--- src/rtl/adma_xfer_sched_pkg.sv ---
// Shared definitions for the ADMA transfer scheduler: register bit positions,
// default beat width and the scheduler state encoding.
package adma_xfer_sched_pkg;

  localparam int WORD_BYTES_DEF = 4;

  // transfer_mode_register_in bits
  localparam int TM_DMA_EN  = 0;
  localparam int TM_CNT_EN  = 1;
  localparam int TM_DIR     = 4;
  localparam int TM_MULTI   = 5;

  // block_gap_control_register bits
  localparam int BG_STOP    = 0;
  localparam int BG_CONT    = 1;

  // command_register type field
  localparam int CMD_TYPE_HI = 7;
  localparam int CMD_TYPE_LO = 6;
  localparam logic [1:0] CMD_TYPE_DATA = 2'b10;

  typedef enum logic [2:0] {
    ST_IDLE     = 3'd0,
    ST_ARM      = 3'd1,
    ST_XFER     = 3'd2,
    ST_GAP_CHK  = 3'd3,
    ST_GAP_STOP = 3'd4,
    ST_DONE     = 3'd5
  } xfer_state_e;

endpackage

--- src/rtl/adma_xfer_sched_beat_counter.sv ---
// Per-block beat counter: latches ceil(block_size / WORD_BYTES) on load and
// flags the beat that completes the block.
module adma_beat_counter
  import adma_xfer_sched_pkg::*;
#(
  parameter int WORD_BYTES = WORD_BYTES_DEF
) (
  input  logic        clk,
  input  logic        rst,
  input  logic        load,
  input  logic        clear,
  input  logic        beat_en,
  input  logic [11:0] block_size,
  output logic        last_beat,
  output logic [11:0] beat_cnt
);

  logic [11:0] wpb_q;

  assign last_beat = beat_en && ((beat_cnt + 12'd1) == wpb_q);

  always_ff @(posedge clk or posedge rst) begin
    if (rst) begin
      wpb_q    <= '0;
      beat_cnt <= '0;
    end else if (load) begin
      wpb_q    <= 12'((32'(block_size) + WORD_BYTES - 1) / WORD_BYTES);
      beat_cnt <= '0;
    end else if (clear) begin
      beat_cnt <= '0;
    end else if (beat_en) begin
      beat_cnt <= last_beat ? 12'd0 : beat_cnt + 12'd1;
    end
  end

endmodule

--- src/rtl/adma_xfer_sched.sv ---
// ADMA block transfer scheduler: starts on a data-command write, sequences
// blocks of beats, honours stop-at-block-gap / continue and DMA-enable abort.
module adma_xfer_sched
  import adma_xfer_sched_pkg::*;
#(
  parameter int WORD_BYTES = WORD_BYTES_DEF,
  parameter int CNT_W      = 16
) (
  input  logic              CLK,
  input  logic              RESET,
  input  logic [15:0]       transfer_mode_register_in,
  input  logic [15:0]       block_gap_control_register,
  input  logic [15:0]       block_size_register,
  input  logic [15:0]       block_count_register,
  input  logic [15:0]       command_register,
  input  logic              beat_valid,
  output logic              beat_ready,
  output logic              blk_start,
  output logic              xfer_active,
  output logic              direction,
  output logic              gap_stopped,
  output logic              xfer_complete,
  output logic [CNT_W-1:0]  blocks_remaining,
  output xfer_state_e       state_dbg
);

  // Handshake: a beat is consumed on any rising CLK where beat_valid and
  // beat_ready are both high; beat_ready is high only in XFER, and
  // beat_valid while beat_ready is low is ignored.

  xfer_state_e state, state_next;
  logic        cmd_prev, start_q, dir_q, blk_start_q;
  logic [CNT_W-1:0] rem_q;
  logic        last_beat;
  logic [11:0] beat_cnt;

  logic cmd_is_data, dma_en, stop_gap, cont_req, arm_ok;
  logic [CNT_W-1:0] arm_blocks;

  assign cmd_is_data = (command_register[CMD_TYPE_HI:CMD_TYPE_LO] == CMD_TYPE_DATA);
  assign dma_en      = transfer_mode_register_in[TM_DMA_EN];
  assign stop_gap    = block_gap_control_register[BG_STOP];
  assign cont_req    = block_gap_control_register[BG_CONT];
  assign arm_ok      = !(transfer_mode_register_in[TM_CNT_EN] && (block_count_register == 16'd0));
  assign arm_blocks  = (transfer_mode_register_in[TM_MULTI] && transfer_mode_register_in[TM_CNT_EN])
                       ? CNT_W'(block_count_register) : CNT_W'(1);

  always_comb begin
    state_next = state;
    case (state)
      ST_IDLE:     if (start_q && dma_en && (block_size_register[11:0] != 12'd0)) state_next = ST_ARM;
      ST_ARM:      state_next = arm_ok ? ST_XFER : ST_IDLE;
      ST_XFER:     if (last_beat) state_next = ST_GAP_CHK;
      ST_GAP_CHK: begin
        if (rem_q <= CNT_W'(1))  state_next = ST_DONE;
        else if (stop_gap)       state_next = ST_GAP_STOP;
        else                     state_next = ST_XFER;
      end
      ST_GAP_STOP: if (cont_req && !stop_gap) state_next = ST_XFER;
      ST_DONE:     state_next = ST_IDLE;
      default:     state_next = ST_IDLE;
    endcase
    // Dropping DMA enable abandons the transfer from any active state.
    if ((state != ST_IDLE) && !dma_en) state_next = ST_IDLE;
  end

  always_ff @(posedge CLK or posedge RESET) begin
    if (RESET) begin
      state       <= ST_IDLE;
      cmd_prev    <= 1'b0;
      start_q     <= 1'b0;
      dir_q       <= 1'b0;
      blk_start_q <= 1'b0;
      rem_q       <= '0;
    end else begin
      state       <= state_next;
      cmd_prev    <= cmd_is_data;
      start_q     <= cmd_is_data && !cmd_prev;
      blk_start_q <= (state_next == ST_XFER) && (state != ST_XFER);
      if (state == ST_ARM) dir_q <= transfer_mode_register_in[TM_DIR];
      if (state_next == ST_IDLE)  rem_q <= '0;
      else if (state == ST_ARM)   rem_q <= arm_blocks;
      else if (state == ST_GAP_CHK) rem_q <= rem_q - CNT_W'(1);
    end
  end

  adma_beat_counter #(.WORD_BYTES(WORD_BYTES)) u_beat_counter (
    .clk        (CLK),
    .rst        (RESET),
    .load       (state == ST_ARM),
    .clear      (state == ST_IDLE),
    .beat_en    ((state == ST_XFER) && beat_valid),
    .block_size (block_size_register[11:0]),
    .last_beat  (last_beat),
    .beat_cnt   (beat_cnt)
  );

  // Direction is only meaningful once ARM has latched it.
  assign direction        = dir_q && (state != ST_IDLE) && (state != ST_ARM);
  assign beat_ready       = (state == ST_XFER);
  assign blk_start        = blk_start_q;
  assign xfer_active      = (state != ST_IDLE);
  assign gap_stopped      = (state == ST_GAP_STOP);
  assign xfer_complete    = (state == ST_DONE);
  assign blocks_remaining = rem_q;
  assign state_dbg        = state;

endmodule

--- config.mk ---
export PLATFORM = sky130hd
export DESIGN_NAME = adma_xfer_sched
export DESIGN_NICKNAME = d
export VERILOG_FILES = /design/src/rtl/adma_xfer_sched_pkg.sv /design/src/rtl/adma_xfer_sched_beat_counter.sv /design/src/rtl/adma_xfer_sched.sv
export SDC_FILE = /design/constraint.sdc
export NUM_CORES = 1
export LEC_CHECK = 0
export CAP_MARGIN = 20
export CORE_MARGIN = 1.5
export CORE_UTILIZATION = 48
export CTS_CLUSTER_DIAMETER = 80
export DETAILED_ROUTE_END_ITERATION = 10
export PLACE_DENSITY = 0.82
export SLEW_MARGIN = 20
export SYNTH_ARGS = -nofsm -noshare
export SYNTH_HDL_FRONTEND = slang
export SYNTH_SLANG_ARGS = --single-unit
export TNS_END_PERCENT = 1
--- constraint.sdc ---
create_clock -name CLK -period 2.75 [get_ports CLK]
set_input_delay 0.275 -clock CLK [delete_from_list [all_inputs] [get_ports CLK]]
set_output_delay 0.275 -clock CLK [all_outputs]
set_load 0.01 [all_outputs]
==> out/qor.log <==
qor: die.core-area 6940 um^2
qor: timing.finalHoldWorstSlack 396 ps
qor: clocking.cts_htree_levels 2
qor: route.drt-initial-drc-count 517
qor: logic_synthesis.yosys-mux-area-fraction 0.00891
qor: timing.min_period_over_period 0.927
qor: logic_synthesis.synth_adder_area_share 0.0214
qor: setup_path.timing.critical_path.cells ha_1 > xor2_1 > a2111oi_2 > o211ai_1 > or4b_4 > nor3_4 > buf_4 > o22ai_1
qor: logic_synthesis.synth-xor-area-share 0.0823
qor: die.die_area 7840 um^2
qor: setup_path.critPathMaxFanout 8
qor: clocking.postCtsSetupRepairBufs 0
qor: placement.placement.io_buffers 63
qor: hold_path.path_category_of_the_worst_min_delay_check reg -> reg
qor: logic_synthesis.syn_nets 528
qor: logic_synthesis.post_synth_main_area_contributors dfrtp_1, nand2_1, xnor2_1, nor2_1, o21ai_0
qor: setup_path.crit_path_max_incr_delay 550 ps
qor: finish.area.growth.synth_to_final 25.6%
qor: global_routing.grt_antenna_before_repair 0
qor: route.detailroute.via_count 3676
qor: logic_synthesis.most_numerous_cell_in_the_yosys_netlist nand2_1
qor: setup_path.rr_startpoint u_beat_counter.beat_cnt[1]
qor: logic_synthesis.synth_cell_types 60
qor: clocking.cts_tree yes
qor: timing.clock-skew-final 8.83 ps
qor: global_routing.grt_remaining_overflow 0
qor: outcome.status finished clean
qor: clocking.post_cts.resized_instances 0
qor: clocking.clock_latency 310 ps
qor: logic_synthesis.netlist_instances 439
qor: hold_path.worstHoldStart cmd_prev
qor: clocking.max-clock-path-buffers 2
qor: logic_synthesis.main_combinational_cell_family_by_area_after_synthesis simple AND/OR/NAND/NOR gates
qor: route.firstDrtPassIters 6
qor: finish.seq_area 1180 um^2
qor: timing.setup_repair_after_global_routing_missed_its_margin false
qor: global_routing.via_count_of_the_first_global_routing_pass 3339
qor: logic_synthesis.synth_simple_gate_area_frac 0.301
qor: setup_path.worst_setup_path_start_kind register
qor: timing.finalSetupViolCount 0
qor: logic_synthesis.fraction_of_the_yosys_area_taken_by_sequential_cells 0.335
qor: logic_synthesis.netlist.area_leader.share 0.335
qor: logic_synthesis.synth_commonest_cells nand2_1, dfrtp_1, nor2_1, o21ai_0, a21oi_1
qor: die.die_outline_height 88.5 um
qor: finish.multi_input_comb_area 2190 um^2
qor: run.maxCapViolCount 0
qor: clocking.cts-buffers-inserted 5
qor: logic_synthesis.postSynth.asyncResetShare 1.00
qor: route.wirelength 9.84 mm
qor: clocking.clk_pin_slew 90 ps
qor: logic_synthesis.ys.warnings.count 0
qor: route.routed_via_density 6.11
qor: die.initial_core_util 0.506
qor: power.leakagePower 1.79 nW
qor: route.detail-route-antenna-nets 0
qor: placement.detailed_place_hpwl 7.52 mm
qor: placement.place_ws 226 ps
qor: setup_path.worst_ep_required_time 2930 ps
qor: setup_path.ff2ff_setup_slack 200 ps
qor: die.die_x_extent 88.5 um
qor: clocking.cts.sink_count 47
qor: timing.min_period 2550 ps
qor: power.worst_ir_drop_on_vdd 0.290 mV
qor: finish.final_nets 594
qor: power.power_per_cell_area 632 nW/um^2
qor: route.wl_per_cell 16.4 um
qor: setup_path.worst-r2r-cell-count 8
qor: hold_path.timing.hold.worst_path_depth 1
qor: logic_synthesis.synthFlopType dfrtp_1
qor: logic_synthesis.synth-edff-count 0
qor: die.ioPinCount 108
qor: clocking.clk_root_buffer_cell clkbuf_8
qor: setup_path.worst_reg2reg_path_endpoint u_beat_counter.beat_cnt[1]
qor: logic_synthesis.cell_taking_the_most_area_after_synthesis dfrtp_1
qor: timing.maxSlewHeadroom 0.363
qor: logic_synthesis.netlist_area 3510 um^2
qor: setup_path.slowest_stage or4b_4
qor: setup_path.worst-endpoint-arrival 2730 ps
qor: global_routing.globalRouteTotalUtil 0.264
qor: timing.final-max-slew-violation-count 0
qor: global_routing.first_pass_grt_wire_length 16.1 mm
qor: timing.worst_slew_pin_slew 954 ps
qor: setup_path.criticalPathCategory reg -> reg
qor: finish.fill_cells 610
qor: setup_path.timing.critical_path.buf_inv 1
qor: timing.hold_viol 0
qor: finish.drive_above_1_share 0.0771
qor: timing.finalWorstSetupSlack 201 ps
qor: finish.antennaDiodeCount 0
qor: placement.gp_routability_congestion 0.945
qor: route.detail_route.drc_violations 0
qor: logic_synthesis.synth-seq-cells 47
qor: timing.clock.fmax 392 MHz
qor: setup_path.cp_top_family simple AND/OR/NAND/NOR gates
qor: die.floorplan.rows 30
qor: setup_path.worst_setup_path_end_kind register
qor: global_routing.grt_start_max_net_pins 48
qor: logic_synthesis.mean_instance_size_in_the_synthesized_netlist 8.00 um^2
qor: clocking.number_of_buffers_inserted_for_hold_repair_after_clock_tree_synthesis 0
qor: hold_path.whs_endpoint start_q
qor: logic_synthesis.synth_compound_area_frac 0.208
qor: timing.finalSetupTns 0 ps
[state kept, by name (all words and copies together), names as in the netlist]
signal,cells
dir_q,1
u_beat_counter.beat_cnt,12
start_q,1
u_beat_counter.wpb_q,12
blocks_remaining,16
cmd_prev,1
state_dbg,3
blk_start,1
[placed cells by master (no fill, tap or decap), types with 16 or more instances in the layout]
| cell type | netlist | final |
|---|---|---|
| o21ai_0 | 30 | 30 |
| nand2_1 | 51 | 51 |
| nand3_1 | 16 | 16 |
| a21oi_1 | 29 | 29 |
| buf_4 | 0 | 17 |
| dfrtp_1 | 47 | 47 |
| clkdlybuf4s50_1 | 0 | 63 |
| xnor2_1 | 20 | 20 |
| nor2_1 | 44 | 44 |
| nor3_1 | 23 | 23 |
[metal layers]
| metal | up-vias | wire (um) | global-route usage |
|---|---|---|---|
| met1 | 1715 | 4240 | 0.377 |
| met2 | 197 | 4530 | 0.409 |
| met4 | 0 | 264 | 0.0938 |
| met3 | 28 | 812 | 0.0373 |
| met5 | - | 0 | 0 |
| li1 | 1736 | - | - |
[area by class of cell]
type,instances,share of cell area
flip-flops and latches,47,0.267
repair buffers,80,0.172
clock inverters,3,0.00993
well taps,96,0.0272
multi-input cells,356,0.496
clock buffers,5,0.0156
inverters,15,0.0128
[metrics by stage]
stage,util,power (mW),std cells,cell area (um^2)
after floorplan,-,1.78,439,3510
after global placement,0.619,2.21,594,4300
after detailed placement,0.619,2.25,594,4300
after CTS,0.635,2.77,602,4410
after global routing,0.635,2.97,602,4410
final,0.635,2.79,602,4410
[power by group]
group / internal (mW) / switching (mW)
Sequential: 0.825 / 0.130
Clock: 0.271 / 0.243
Combinational: 0.566 / 0.751
Total: 1.66 / 1.12
[cell families after synthesis]
kind of cell / after synthesis
multiplexers: 3
flip-flops: 47
buffers and inverters: 36
AO/OA/AOI/OAI: 112
AND/OR/NAND/NOR: 202
adder cells (fa/ha/maj): 6
XOR/XNOR: 33
[worst max-delay path by stage]
| stage | startpoint | endpoint | slack, ps | depth (start not counted) |
|---|---|---|---|---|
| floorplan | u_beat_counter.beat_cnt[0] | u_beat_counter.beat_cnt[11] | 390 | 8 |
| global placement | block_size_register[2] | u_beat_counter.wpb_q[7] | 250 | 8 |
| CTS | u_beat_counter.beat_cnt[1] | u_beat_counter.beat_cnt[1] | 210 | 8 |
| detailed placement | u_beat_counter.beat_cnt[1] | u_beat_counter.beat_cnt[1] | 230 | 8 |
| global route | u_beat_counter.beat_cnt[1] | u_beat_counter.beat_cnt[1] | 70 | 8 |
| finish | u_beat_counter.beat_cnt[1] | u_beat_counter.beat_cnt[1] | 200 | 8 |
[worst register-to-register path: stages, from the launching register on]
cell and delay [ps]:
dfrtp_1 470, ha_1 380, xor2_1 170, a2111oi_2 300
o211ai_1 140, or4b_4 550, nor3_4 140, buf_4 180
o22ai_1 100
No activity file was read; power rests on OpenSTA's default activity.
